$ cat src/rtl/cgra_config_sequencer_if.sv
// Config-word stream between the bitstream source and the sequencer.
// The master drives words; the slave (sequencer) returns ready.
interface cgra_config_sequencer_if #(
    parameter int unsigned ADDR_W = 32,
    parameter int unsigned DATA_W = 32
);
    logic              cfg_valid;
    logic              cfg_ready;
    logic [ADDR_W-1:0] cfg_addr;
    logic [DATA_W-1:0] cfg_data;
    logic              cfg_last;

    modport master (
        output cfg_valid,
        output cfg_addr,
        output cfg_data,
        output cfg_last,
        input  cfg_ready
    );

    modport slave (
        input  cfg_valid,
        input  cfg_addr,
        input  cfg_data,
        input  cfg_last,
        output cfg_ready
    );
endinterface

$ cat src/rtl/cgra_config_sequencer.sv
// CGRA bring-up sequencer: holds the array in reset, streams config words onto
// the array config bus, waits a settle interval, then opens a run window of a
// programmed length and flags completion.
module cgra_config_sequencer #(
    parameter int unsigned ADDR_W        = 32,
    parameter int unsigned DATA_W        = 32,
    parameter int unsigned RESET_CYCLES  = 3,
    parameter int unsigned SETTLE_CYCLES = 4,
    parameter int unsigned CYCLE_W       = 20
) (
    input  logic                   clk_in,
    input  logic                   reset_in,
    input  logic                   start_in,
    input  logic [CYCLE_W-1:0]     run_cycles_in,
    cgra_config_sequencer_if.slave cfg,
    output logic                   cgra_reset_out,
    output logic [ADDR_W-1:0]      config_addr_out,
    output logic [DATA_W-1:0]      config_data_out,
    output logic                   run_en_out,
    output logic [15:0]            word_count_out,
    output logic                   done_out,
    output logic                   err_out
);

    // One down-counter serves the reset hold, settle and run phases.
    localparam int unsigned        CntW   = (CYCLE_W > 16) ? CYCLE_W : 16;
    localparam logic [CntW-1:0]    CntOne = CntW'(1);

    typedef enum logic [2:0] {
        StIdle,
        StResetHold,
        StConfig,
        StSettle,
        StRun,
        StDone
    } state_e;

    state_e              state_q, state_d;
    logic [CntW-1:0]     cnt_q, cnt_d;
    logic [CYCLE_W-1:0]  run_len_q, run_len_d;
    logic [ADDR_W-1:0]   addr_q, addr_d;
    logic [DATA_W-1:0]   data_q, data_d;
    logic [15:0]         word_count_q, word_count_d;
    logic                err_q, err_d;

    // State and datapath registers with synchronous active-low reset.
    always_ff @(posedge clk_in) begin
        if (!reset_in) begin
            state_q      <= StIdle;
            cnt_q        <= '0;
            run_len_q    <= '0;
            addr_q       <= '0;
            data_q       <= '0;
            word_count_q <= '0;
            err_q        <= 1'b0;
        end else begin
            state_q      <= state_d;
            cnt_q        <= cnt_d;
            run_len_q    <= run_len_d;
            addr_q       <= addr_d;
            data_q       <= data_d;
            word_count_q <= word_count_d;
            err_q        <= err_d;
        end
    end

    // Next-state, phase counter and config-bus register update.
    always_comb begin
        state_d      = state_q;
        cnt_d        = cnt_q;
        run_len_d    = run_len_q;
        // The bus carries a word for exactly one cycle, then returns to no-op.
        addr_d       = '0;
        data_d       = '0;
        word_count_d = word_count_q;
        err_d        = err_q;

        unique case (state_q)
            StIdle, StDone: begin
                if (start_in) begin
                    run_len_d    = run_cycles_in;
                    cnt_d        = CntW'(RESET_CYCLES - 1);
                    word_count_d = '0;
                    err_d        = 1'b0;
                    state_d      = StResetHold;
                end
            end

            StResetHold: begin
                if (cnt_q == '0) begin
                    state_d = StConfig;
                end else begin
                    cnt_d = cnt_q - CntOne;
                end
            end

            StConfig: begin
                if (cfg.cfg_valid) begin
                    if (cfg.cfg_addr != '0) begin
                        addr_d = cfg.cfg_addr;
                        data_d = cfg.cfg_data;
                        if (word_count_q != 16'hFFFF) begin
                            word_count_d = word_count_q + 16'd1;
                        end
                    end else begin
                        // Address 0 is the bus no-op: swallow it and flag the source.
                        err_d = 1'b1;
                    end
                    if (cfg.cfg_last) begin
                        cnt_d   = CntW'(SETTLE_CYCLES - 1);
                        state_d = StSettle;
                    end
                end
            end

            StSettle: begin
                if (cnt_q == '0) begin
                    if (run_len_q != '0) begin
                        cnt_d   = CntW'(run_len_q) - CntOne;
                        state_d = StRun;
                    end else begin
                        state_d = StDone;
                    end
                end else begin
                    cnt_d = cnt_q - CntOne;
                end
            end

            StRun: begin
                if (cnt_q == '0) begin
                    state_d = StDone;
                end else begin
                    cnt_d = cnt_q - CntOne;
                end
            end

            default: begin
                state_d = StIdle;
            end
        endcase
    end

    // Outputs decoded from the current state and registered bus word.
    always_comb begin
        cgra_reset_out  = 1'b0;
        cfg.cfg_ready   = 1'b0;
        run_en_out      = 1'b0;
        done_out        = 1'b0;
        config_addr_out = addr_q;
        config_data_out = data_q;
        word_count_out  = word_count_q;
        err_out         = err_q;
        unique case (state_q)
            StResetHold: cgra_reset_out = 1'b1;
            StConfig:    cfg.cfg_ready  = 1'b1;
            StRun:       run_en_out     = 1'b1;
            StDone:      done_out       = 1'b1;
            default:     ;
        endcase
    end

endmodule
$ cat src/flat_wrapper.sv
// flat-port wrapper written by rule: the top's interface ports become plain ports
module cgra_config_sequencer_flat 
#(
    parameter int unsigned ADDR_W        = 32,
    parameter int unsigned DATA_W        = 32,
    parameter int unsigned RESET_CYCLES  = 3,
    parameter int unsigned SETTLE_CYCLES = 4,
    parameter int unsigned CYCLE_W       = 20
)
  (clk_in, reset_in, start_in, run_cycles_in, cgra_reset_out, config_addr_out, config_data_out, run_en_out, word_count_out, done_out, err_out, cfg_cfg_valid, cfg_cfg_addr, cfg_cfg_data, cfg_cfg_last, cfg_cfg_ready);
  cgra_config_sequencer_if #(.ADDR_W(ADDR_W), .DATA_W(DATA_W)) cfg_i ();
  input  logic clk_in;
  input  logic reset_in;
  input  logic start_in;
  input  logic [CYCLE_W-1:0] run_cycles_in;
  output logic cgra_reset_out;
  output logic [ADDR_W-1:0] config_addr_out;
  output logic [DATA_W-1:0] config_data_out;
  output logic run_en_out;
  output logic [15:0] word_count_out;
  output logic done_out;
  output logic err_out;
  input wire logic [$bits(cfg_i.cfg_valid)-1:0] cfg_cfg_valid;
  input wire logic [$bits(cfg_i.cfg_addr)-1:0] cfg_cfg_addr;
  input wire logic [$bits(cfg_i.cfg_data)-1:0] cfg_cfg_data;
  input wire logic [$bits(cfg_i.cfg_last)-1:0] cfg_cfg_last;
  output wire logic [$bits(cfg_i.cfg_ready)-1:0] cfg_cfg_ready;
  assign cfg_i.cfg_valid = cfg_cfg_valid;
  assign cfg_i.cfg_addr = cfg_cfg_addr;
  assign cfg_i.cfg_data = cfg_cfg_data;
  assign cfg_i.cfg_last = cfg_cfg_last;
  assign cfg_cfg_ready = cfg_i.cfg_ready;
  cgra_config_sequencer #(.ADDR_W(ADDR_W), .DATA_W(DATA_W), .RESET_CYCLES(RESET_CYCLES), .SETTLE_CYCLES(SETTLE_CYCLES), .CYCLE_W(CYCLE_W)) u_core (.clk_in(clk_in), .reset_in(reset_in), .start_in(start_in), .run_cycles_in(run_cycles_in), .cfg(cfg_i), .cgra_reset_out(cgra_reset_out), .config_addr_out(config_addr_out), .config_data_out(config_data_out), .run_en_out(run_en_out), .word_count_out(word_count_out), .done_out(done_out), .err_out(err_out));
endmodule
$ cat config.mk
export PLATFORM = sky130hd
export DESIGN_NAME = cgra_config_sequencer_flat
export DESIGN_NICKNAME = d
export VERILOG_FILES = /design/src/rtl/cgra_config_sequencer_if.sv /design/src/rtl/cgra_config_sequencer.sv /design/src/flat_wrapper.sv
export SDC_FILE = /design/constraint.sdc
export NUM_CORES = 1
export LEC_CHECK = 0
export CORE_MARGIN = 1
export CORE_UTILIZATION = 42
export DETAILED_ROUTE_END_ITERATION = 8
export PLACE_DENSITY = 0.84
export SYNTH_ARGS = -nofsm -noshare
export SYNTH_HDL_FRONTEND = slang
export SYNTH_SLANG_ARGS = --single-unit
export TNS_END_PERCENT = 1
$ cat constraint.sdc
create_clock -name clk_in -period 2.85 [get_ports clk_in]
set_clock_uncertainty 0.2 [all_clocks]
set_input_delay 0.57 -clock clk_in [delete_from_list [all_inputs] [get_ports clk_in]]
set_output_delay 0.57 -clock clk_in [all_outputs]
set_load 0.005 [all_outputs]
* Word level (Yosys, flattened, before mapping)
Cells that the tools add are included.
** Storage, ports and cells
- Register bits :: 124
- Output and inout bits :: 85
** Cells by class
- Add/subtract/negate cells :: 3
- Multiplexer cells :: 28
- Reductions and logical operators :: 14
- Equality and inequality tests :: 17
** Operators with widths (count)
- 20-bit 2-to-1 mux :: 6
- 20-bit case mux with 4 select lines :: 1
- 16-bit 2-to-1 mux :: 4
- 20-bit by 1-bit subtractor with 20-bit output, second input constant :: 2
- 16-bit case mux with 2 select lines :: 1
- 32-bit nonzero test :: 1
- 20-bit logical NOT :: 1
- 20-bit nonzero test :: 1
- 3-bit 2-to-1 mux :: 6
- 16-bit by 1-bit adder with 16-bit output, second input constant :: 1
- 16-bit inequality test, second input constant :: 1
- 3-bit case mux with 5 select lines :: 1
- 6-bit AND reduction :: 2
- 2-bit by 1-bit inequality test with 1-bit output, second input constant :: 5
- 2-bit inequality test, second input constant :: 5
- 1-bit 2-to-1 mux :: 8
- 4-bit AND reduction :: 2
- 3-bit by 2-bit equality test with 1-bit output, second input constant :: 2
- 3-bit equality test, second input constant :: 2
- 5-bit AND reduction :: 1
- 4-bit nonzero test :: 1
- 2-bit OR reduction :: 2
- 3-bit by 1-bit equality test with 1-bit output, second input constant :: 1
- 3-bit logical NOT :: 1
- other kinds (4) :: 4

* Depth between registers and ports, before layout
Gate-level depths: netlist of the first run.
- Depth after elaboration :: 5
- Mapped depth :: 10

* Least setup slack after synthesis of the first run
Ideal clock, no wire load.
- Path type :: register to register
- Start :: reg u_core.cnt_q[0]
- End :: reg u_core.cnt_q[15]
- Arrival :: 2491 ps
- Data required time :: 2527 ps
- Period minus slack after synthesis :: 2814 ps
- Stages on the path, launching flop included :: 9
- Library setup time :: 123 ps
- Path slack :: 36 ps
- Cells stage by stage :: dfxtp_1 inv_1 ha_1 or4b_2 or4_1 nor2_2 buf_2 a2111oi_0 a221o_2
** On the way
- Longest elaborated chain between the ends :: 3
- Elaborated cells on any way between the ends :: 8
- Classes of those cells :: add/sub (1); eq/ne (2); mux (3); reduce/logical (2)
** RTL lines
- start: declaration :: RTL line cgra_config_sequencer.sv:39 : logic [CntW-1:0] cnt_q, cnt_d;
- start signal: assignment :: RTL line cgra_config_sequencer.sv:58 : cnt_q <= cnt_d;
- 20-bit by 1-bit subtractor with 20-bit output / 20-bit logical NOT (equally long branches)
- 20-bit 2-to-1 mux (tied with other cells) :: RTL line cgra_config_sequencer.sv:90, cgra_config_sequencer.sv:130
- 20-bit case mux with 4 select lines / 6-bit AND reduction (equally long branches)
Several ways; a longest one is shown, not always the timed one. The select of a mux whose other input is x is not followed.
A chain may end at the register's enable or synchronous reset.

* Final worst setup path of the first run
- Start :: reg u_core.run_len_q[15]
- End :: reg u_core.cnt_q[18]
** On the way
- Longest elaborated chain between the ends :: 4
- Elaborated cells on any way between the ends :: 7
- Classes of those cells :: add/sub (1); eq/ne (1); mux (3); reduce/logical (2)
** RTL lines
- start: declaration :: RTL line cgra_config_sequencer.sv:40 : logic [CYCLE_W-1:0] run_len_q, run_len_d;
- start signal: assignment :: RTL line cgra_config_sequencer.sv:59 : run_len_q <= run_len_d;
- 20-bit by 1-bit subtractor with 20-bit output :: RTL line cgra_config_sequencer.sv:119 : cnt_d = CntW'(run_len_q) - CntOne;
- 20-bit 2-to-1 mux :: RTL line cgra_config_sequencer.sv:118 : if (run_len_q != '0) begin
- 20-bit 2-to-1 mux :: RTL line cgra_config_sequencer.sv:117 : if (cnt_q == '0) begin
- 20-bit case mux with 4 select lines :: RTL line cgra_config_sequencer.sv:78 : unique case (state_q)
Several ways; a longest one is shown, not always the timed one. The select of a mux whose other input is x is not followed.

==> results of run 1 <==
## synthesized netlist by cell type, drive strengths merged, types with 5 or more instances
library cell and instances:
and2 71, ha 5, dfxtp 124, and3 5, nor3 13, mux2i 5
nand3 14, o31ai 5, a21oi 38, a32oi 5, nor3b 5, inv 11
xnor2 14, clkbuf 26, nand2 84, nor2 39, a31oi 5, nand4 11
or4 18, nor2b 6, o21ai 20, xor2 12, o211ai 10, nor4 20
## worst min path at each step
stage / startpoint / endpoint / slack [ns]
after floorplan: u_core.run_len_q[1]$_SDFFE_PN0P_ / u_core.run_len_q[1]$_SDFFE_PN0P_ / 0.24
after global placement: u_core.run_len_q[1]$_SDFFE_PN0P_ / u_core.run_len_q[1]$_SDFFE_PN0P_ / 0.26
after detailed placement: u_core.cnt_q[18]$_SDFFE_PN0P_ / u_core.cnt_q[18]$_SDFFE_PN0P_ / 0.28
after CTS: u_core.cnt_q[18]$_SDFFE_PN0P_ / u_core.cnt_q[18]$_SDFFE_PN0P_ / 0.29
after global routing: u_core.run_len_q[1]$_SDFFE_PN0P_ / u_core.run_len_q[1]$_SDFFE_PN0P_ / 0.32
final: u_core.run_len_q[1]$_SDFFE_PN0P_ / u_core.run_len_q[1]$_SDFFE_PN0P_ / 0.29
## worst max-delay path, cell delays in order, from the launching register on
cell and delay [ns]:
dfxtp_1 0.30, or4_4 0.54, or3b_1 0.41, or4_4 0.53
a221oi_4 0.28, buf_12 0.19, a31oi_1 0.05, o22ai_1 0.16
## per-layer routing
| metal | global-route usage | up-vias | wire (um) |
|---|---|---|---|
| met5 | 0 | - | 0 |
| met4 | 0.115 | 0 | 454 |
| met3 | 0.0854 | 36 | 1520 |
| met2 | 0.422 | 234 | 7880 |
| met1 | 0.276 | 2456 | 6190 |
| li1 | - | 2629 | - |
## cells by family (layout without fill, tap and decap cells)
family / count (synthesis) / in the layout / share of synthesized area
AND/OR/NAND/NOR: 299 / 299 / 0.297
flip-flops: 124 / 124 / 0.461
AO/OA/AOI/OAI: 119 / 119 / 0.150
buffers and inverters: 40 / 265 / 0.0297
XOR/XNOR: 26 / 26 / 0.0422
adder cells (fa/ha/maj): 5 / 5 / 0.0116
multiplexers: 5 / 5 / 0.00929
## power breakdown
group | internal (W) | total [W] | switching (W)
registers | 0.00192 | 0.00212 | 0.000194
logic | 0.00186 | 0.00401 | 0.00214
clock network | 0.00131 | 0.00211 | 0.000797
## through the flow
step | worst slack (ns) | total power (W) | TNS, ns
after floorplan | 0.0362 | 0.00435 | 0
after global placement | 0.0566 | 0.00566 | 0
after detailed placement | -0.0314 | 0.00574 | -0.0316
after CTS | 0.0157 | 0.00799 | 0
after global routing | -0.00913 | 0.00867 | -0.00913
final | 0.128 | 0.00823 | 0
## final cells by class
class                           count  area (um2)
Clock buffer                       19         443
Inverter                           11        41.3
Fill cell                         967        4310
Timing Repair Buffer              222        2140
Clock inverter                     13         141
Multi-Input combinational cell    454        2790
Sequential cell                   124        2480
Tap cell                          172         215
## state kept, by name (all words and copies together), names as in the netlist
signal,flops
u_core.config_addr_out,32
u_core.config_data_out,32
u_core.cnt_q,20
u_core.run_len_q,20
u_core.word_count_out,16
u_core.state_q,3
u_core.err_out,1
## what timing repair did
action / CTS / global route
buffers inserted: 0 / 3
endpoints found under the setup margin: 3 / 17
gates resized for setup: 7 / 5
pin swaps: 1 / 1
==> results.toml, run 1 <==
[drt]
wirelength_um = 16000
drt-pass1-iter-count = 5
wl_per_cell_um = 15.8
antenna_left = 0
vias = 5355
drt_iter0_drc = 307
routed_via_density = 5.28
drcViolationCount = 0

[layout]
final_common_cell = "clkdlybuf4s50_1"
finalCoreUtilization = 0.657
diodes = 0
area_delta_synth_final_pct = 53.2
drive_above_1_share = 0.127
final_cell_mix = "clkdlybuf4s50_1, dfxtp_1, nand2_1, and2_1, buf_4"
fin_cells = 1015
fin_nets = 924
finalInstanceArea_um2 = 8260

[sta]
relSlewSlack = 0.503
finalCriticalPeriod_ns = 2.72
hold_ws_ns = 0.287
worstMarginPinSlew_ns = 0.743
drv_slew = 0
setup_viol = 0
finalCritPeriodShare = 0.955
hold_viol_final = 0
fmax_ghz = 0.367
rsz0062_at_grt = "true"

[floorplan]
die_width_um = 115
die_h_um = 115
die-area_um2 = 13300
row_count = 41
core_area_um2 = 12600
ios = 174
start_util = 0.429

[synth]
synth_area_um2 = 5390
synth-edff-count = 0
syn_inst = 618
yosys.area.top_type = "dfxtp_1"
async_flop_share = 0
synthTopCellsByArea = "dfxtp_1, and2_1, nand2_1"
synth.ff_latch_count = 124
yosysUniqueCellTypes = 62
synth_sequential_area_ratio = 0.461
synth.top_cell.area_share = 0.461
ys.flop_type = "dfxtp_1"
ys_warn_count = 0
avgSynthCellArea_um2 = 8.72
syn-num-nets = 712

[clocking]
clk_latency_ns = 0.41
cts_root_buf = "clkbuf_16"
clkSinkCount = 124
cts-htree-levels = 4
ctsHoldBuffers = 0
numCtsBuffers = 17
clkTransAtPathRegs_ns = 0.06
cts_tree = "done"
ctsLongestPathBuffers = 2

[worst_setup_path]
worstReg2RegEnd = "u_core.cnt_q[18]$_SDFFE_PN0P_"
reg2reg_slack_ns = 0.13
worst_ep_required_time_ns = 2.99
crit_path_end_kind = "flop"
crit_path_max_fanout = 15
crit-reg2reg-launch = "u_core.run_len_q[15]$_SDFFE_PN0P_"
worstSetupEndpoint = "u_core.cnt_q[18]$_SDFFE_PN0P_"
cp-start-kind = "flop"
worstSetupPathType = "reg2reg"
worst_ep_arrival_time_ns = 2.86
crit_start = "u_core.run_len_q[15]$_SDFFE_PN0P_"
r2r_cells = 7

[worst_hold_path]
whs_path_depth = 2
worstHoldPathType = "reg2reg"

[placement]
place_congestion = 0.910
placed_cell_area_um2 = 7610
hpwl_um = 12000
placed_cells = 980
io_buffer_count = 173

[grt]
grt_overflow_total = 0
grt_pass1_vias = 4969
grt_max_degree = 41
antenna_found_initial = 0
track_usage = 0.247
grt_pass1_wl_um = 25100

[power]
ir_drop_uv = 550
p_leak_nw = 3.20
power_density_nw_per_um2 = 997

[outcome]
status = "finished, final reports clean"

[job]
drv_cap = 0
Power figures use the tool's default switching activity.
==> inputs of run 2 (changes only) <==
--- a/config.mk
+++ b/config.mk
@@ -8,6 +8,7 @@
 export CORE_MARGIN = 1
 export CORE_UTILIZATION = 42
 export DETAILED_ROUTE_END_ITERATION = 8
+export GPL_TIMING_DRIVEN = 0
 export PLACE_DENSITY = 0.84
 export SYNTH_ARGS = -nofsm -noshare
 export SYNTH_HDL_FRONTEND = slang
==> run 2 against run 1 <==
  * Critical path depth did not move
  * Setup slack got worse by 0.091 ns
  * Sequential power about the same
  * Count of clock-buffer cells in the layout did not move
  * Maximum frequency fell by 3.2%
  * Global-route usage grew 0.87 points
  * Sequential share of layout area is 0.19 points higher
  * Die area stayed put
  * Sequential cell count did not move
  * Total power up 0.50%
  * Core utilization fell by 0.38 points
==> results.toml, run 2 (synthesis gave the netlist of run 1 again) <==
[outcome]
status = "finished, final reports clean"

[floorplan]
ios = 174
die_h_um = 115
die-area_um2 = 13300
die_width_um = 115
start_util = 0.429
core_area_um2 = 12600
row_count = 41

[power]
pwr-share-clk = 0.302
internal-power_w = 0.00516
p_comb_frac = 0.442
ir_drop_uv = 493
p_sw_w = 0.00312
seq_power_share = 0.256
power.share.switching = 0.377
p_leak_nw = 3.12
power_density_nw_per_um2 = 1010

[layout]
finalCoreUtilization = 0.653
area_delta_synth_final_pct = 52.4
diodes = 0
final_cell_mix = "clkdlybuf4s50_1, dfxtp_1, nand2_1, and2_1, a21oi_1"
fillers = 1001
drive_above_1_share = 0.103
final_common_cell = "clkdlybuf4s50_1"
fin_nets = 908

[grt]
grt_pass1_wl_um = 25700
antenna_found_initial = 0
grt_pass1_vias = 5105
grt_max_degree = 17
grt_overflow_total = 0
track_usage = 0.256

[clocking]
clkSinkCount = 124
clk_latency_ns = 0.42
cts_root_buf = "clkbuf_16"
cts-htree-levels = 4
cts_tree = "done"
ctsLongestPathBuffers = 2
numCtsBuffers = 17
ctsHoldBuffers = 0
clkTransAtPathRegs_ns = 0.06

[drt]
drt_iter0_drc = 331
wirelength_um = 16400
drt-pass1-iter-count = 8
drcViolationCount = 0
vias = 5343
antenna_left = 0
routed_via_density = 5.35
wl_per_cell_um = 16.4

[worst_setup_path]
worst_ep_arrival_time_ns = 2.96
worstSetupEndpoint = "u_core.cnt_q[8]$_SDFFE_PN0P_"
crit_path_max_fanout = 5
worstReg2RegEnd = "u_core.cnt_q[8]$_SDFFE_PN0P_"
crit_path_frequent_cell = "or4_4"
worst_ep_required_time_ns = 2.99
crit_start = "u_core.run_len_q[18]$_SDFFE_PN0P_"
crit_path_end_kind = "flop"
worstSetupPathType = "reg2reg"
reg2reg_slack_ns = 0.04
critPathMaxStageDelay_ns = 0.56
r2r_cells = 7
slowest_stage = "or4_4"
crit-reg2reg-launch = "u_core.run_len_q[18]$_SDFFE_PN0P_"
path_cells = "or4_4 > or3b_4 > or4_4 > a221oi_4 > buf_4 > a31oi_1 > o22ai_1"
cp-start-kind = "flop"

[sta]
relSlewSlack = 0.490
finalCriticalPeriod_ns = 2.81
setup_viol = 0
hold_ws_ns = 0.275
drv_slew = 0
rsz0062_at_grt = "true"
fmax_ghz = 0.356
finalCritPeriodShare = 0.987
worst_slack_ns = 0.0377
worstMarginPinSlew_ns = 0.758
hold_viol_final = 0

[worst_hold_path]
worstHoldPathType = "reg2reg"

[placement]
hpwl_um = 12100
io_buffer_count = 173
place_congestion = 0.925
post-place-ws_ns = -0.704

[job]
drv_cap = 0
-- run 2: final cells by class --
cell class	count	area, um2	area share
Sequential cell	124	2480	0.303
Timing Repair Buffer	177	1770	0.216
Clock inverter	13	234	0.0285
Clock buffer	19	453	0.0551
Inverter	11	41.3	0.00503
Tap cell	172	215	0.0262
Multi-Input combinational cell	454	2870	0.350
Buffer	29	138	0.0168
-- run 2: layer usage --
layer  vias up  part of all wire  global-route usage
li1       2596                 -                   -
met1      2422              0.38               0.282
met2       281              0.49               0.440
met3        44             0.096              0.0812
met4         0             0.034               0.134
met5         -                 0                   0
-- run 2: metrics by stage --
| stage | power [W] | cells | setup TNS [ns] | instance area (um2) |
|---|---|---|---|---|
| after detailed placement | 0.00526 | 963 | -33.09 | 7340 |
| after CTS | 0.00808 | 997 | -0.310 | 8140 |
| after floorplan | 0.00435 | 618 | 0 | 5390 |
| after global routing | 0.00873 | 999 | -0.0742 | 8210 |
| final | 0.00828 | 999 | 0 | 8210 |
| after global placement | 0.00523 | 963 | -32.45 | 7340 |
-- run 2: critical path, delay by kind of cell (launching register included) --
family          cells  cell delay, ns
buf+inv             1            0.22
flops               1            0.33
simple gates        3            1.45
compound gates      3            0.54
-- run 2: worst min-delay path by stage --
stage / cells past startpoint / slack [ns] / start / end
6_report: 2 / 0.28 / u_core.run_len_q[1]$_SDFFE_PN0P_ / u_core.run_len_q[1]$_SDFFE_PN0P_
5_1_grt: 2 / 0.30 / u_core.run_len_q[1]$_SDFFE_PN0P_ / u_core.run_len_q[1]$_SDFFE_PN0P_
4_1_cts: 2 / 0.27 / u_core.run_len_q[1]$_SDFFE_PN0P_ / u_core.run_len_q[1]$_SDFFE_PN0P_
3_5_place_dp: 2 / 0.26 / u_core.run_len_q[1]$_SDFFE_PN0P_ / u_core.run_len_q[1]$_SDFFE_PN0P_
3_3_place_gp: 2 / 0.25 / u_core.run_len_q[1]$_SDFFE_PN0P_ / u_core.run_len_q[1]$_SDFFE_PN0P_
2_1_floorplan: 2 / 0.24 / u_core.run_len_q[1]$_SDFFE_PN0P_ / u_core.run_len_q[1]$_SDFFE_PN0P_
-- run 2: power groups by stage --
stage | combinational [W] | sequential, W | clock, W
3_3_place_gp | 0.00309 | 0.00213 | 0
6_report | 0.00366 | 0.00212 | 0.00250
2_1_floorplan | 0.00225 | 0.00210 | 0
5_1_grt | 0.00398 | 0.00215 | 0.00260
4_1_cts | 0.00345 | 0.00211 | 0.00253
3_5_place_dp | 0.00312 | 0.00214 | 0
-- run 2: timing repair --
item                       4_1_cts  5_1_grt
setup endpoints to repair       38       34
pin swaps                        2        9
buffers inserted                 2        1
gates resized for setup         21       22
cloned                           0        1
==> inputs of run 3 (changes only) <==
--- a/config.mk
+++ b/config.mk
@@ -7,6 +7,7 @@
 export LEC_CHECK = 0
 export CORE_MARGIN = 1
 export CORE_UTILIZATION = 42
+export CTS_CLUSTER_DIAMETER = 120
 export DETAILED_ROUTE_END_ITERATION = 8
 export GPL_TIMING_DRIVEN = 0
 export PLACE_DENSITY = 0.84
==> results of run 3 <==
The final DEF is identical to that of run 2; final timing and power are the same.
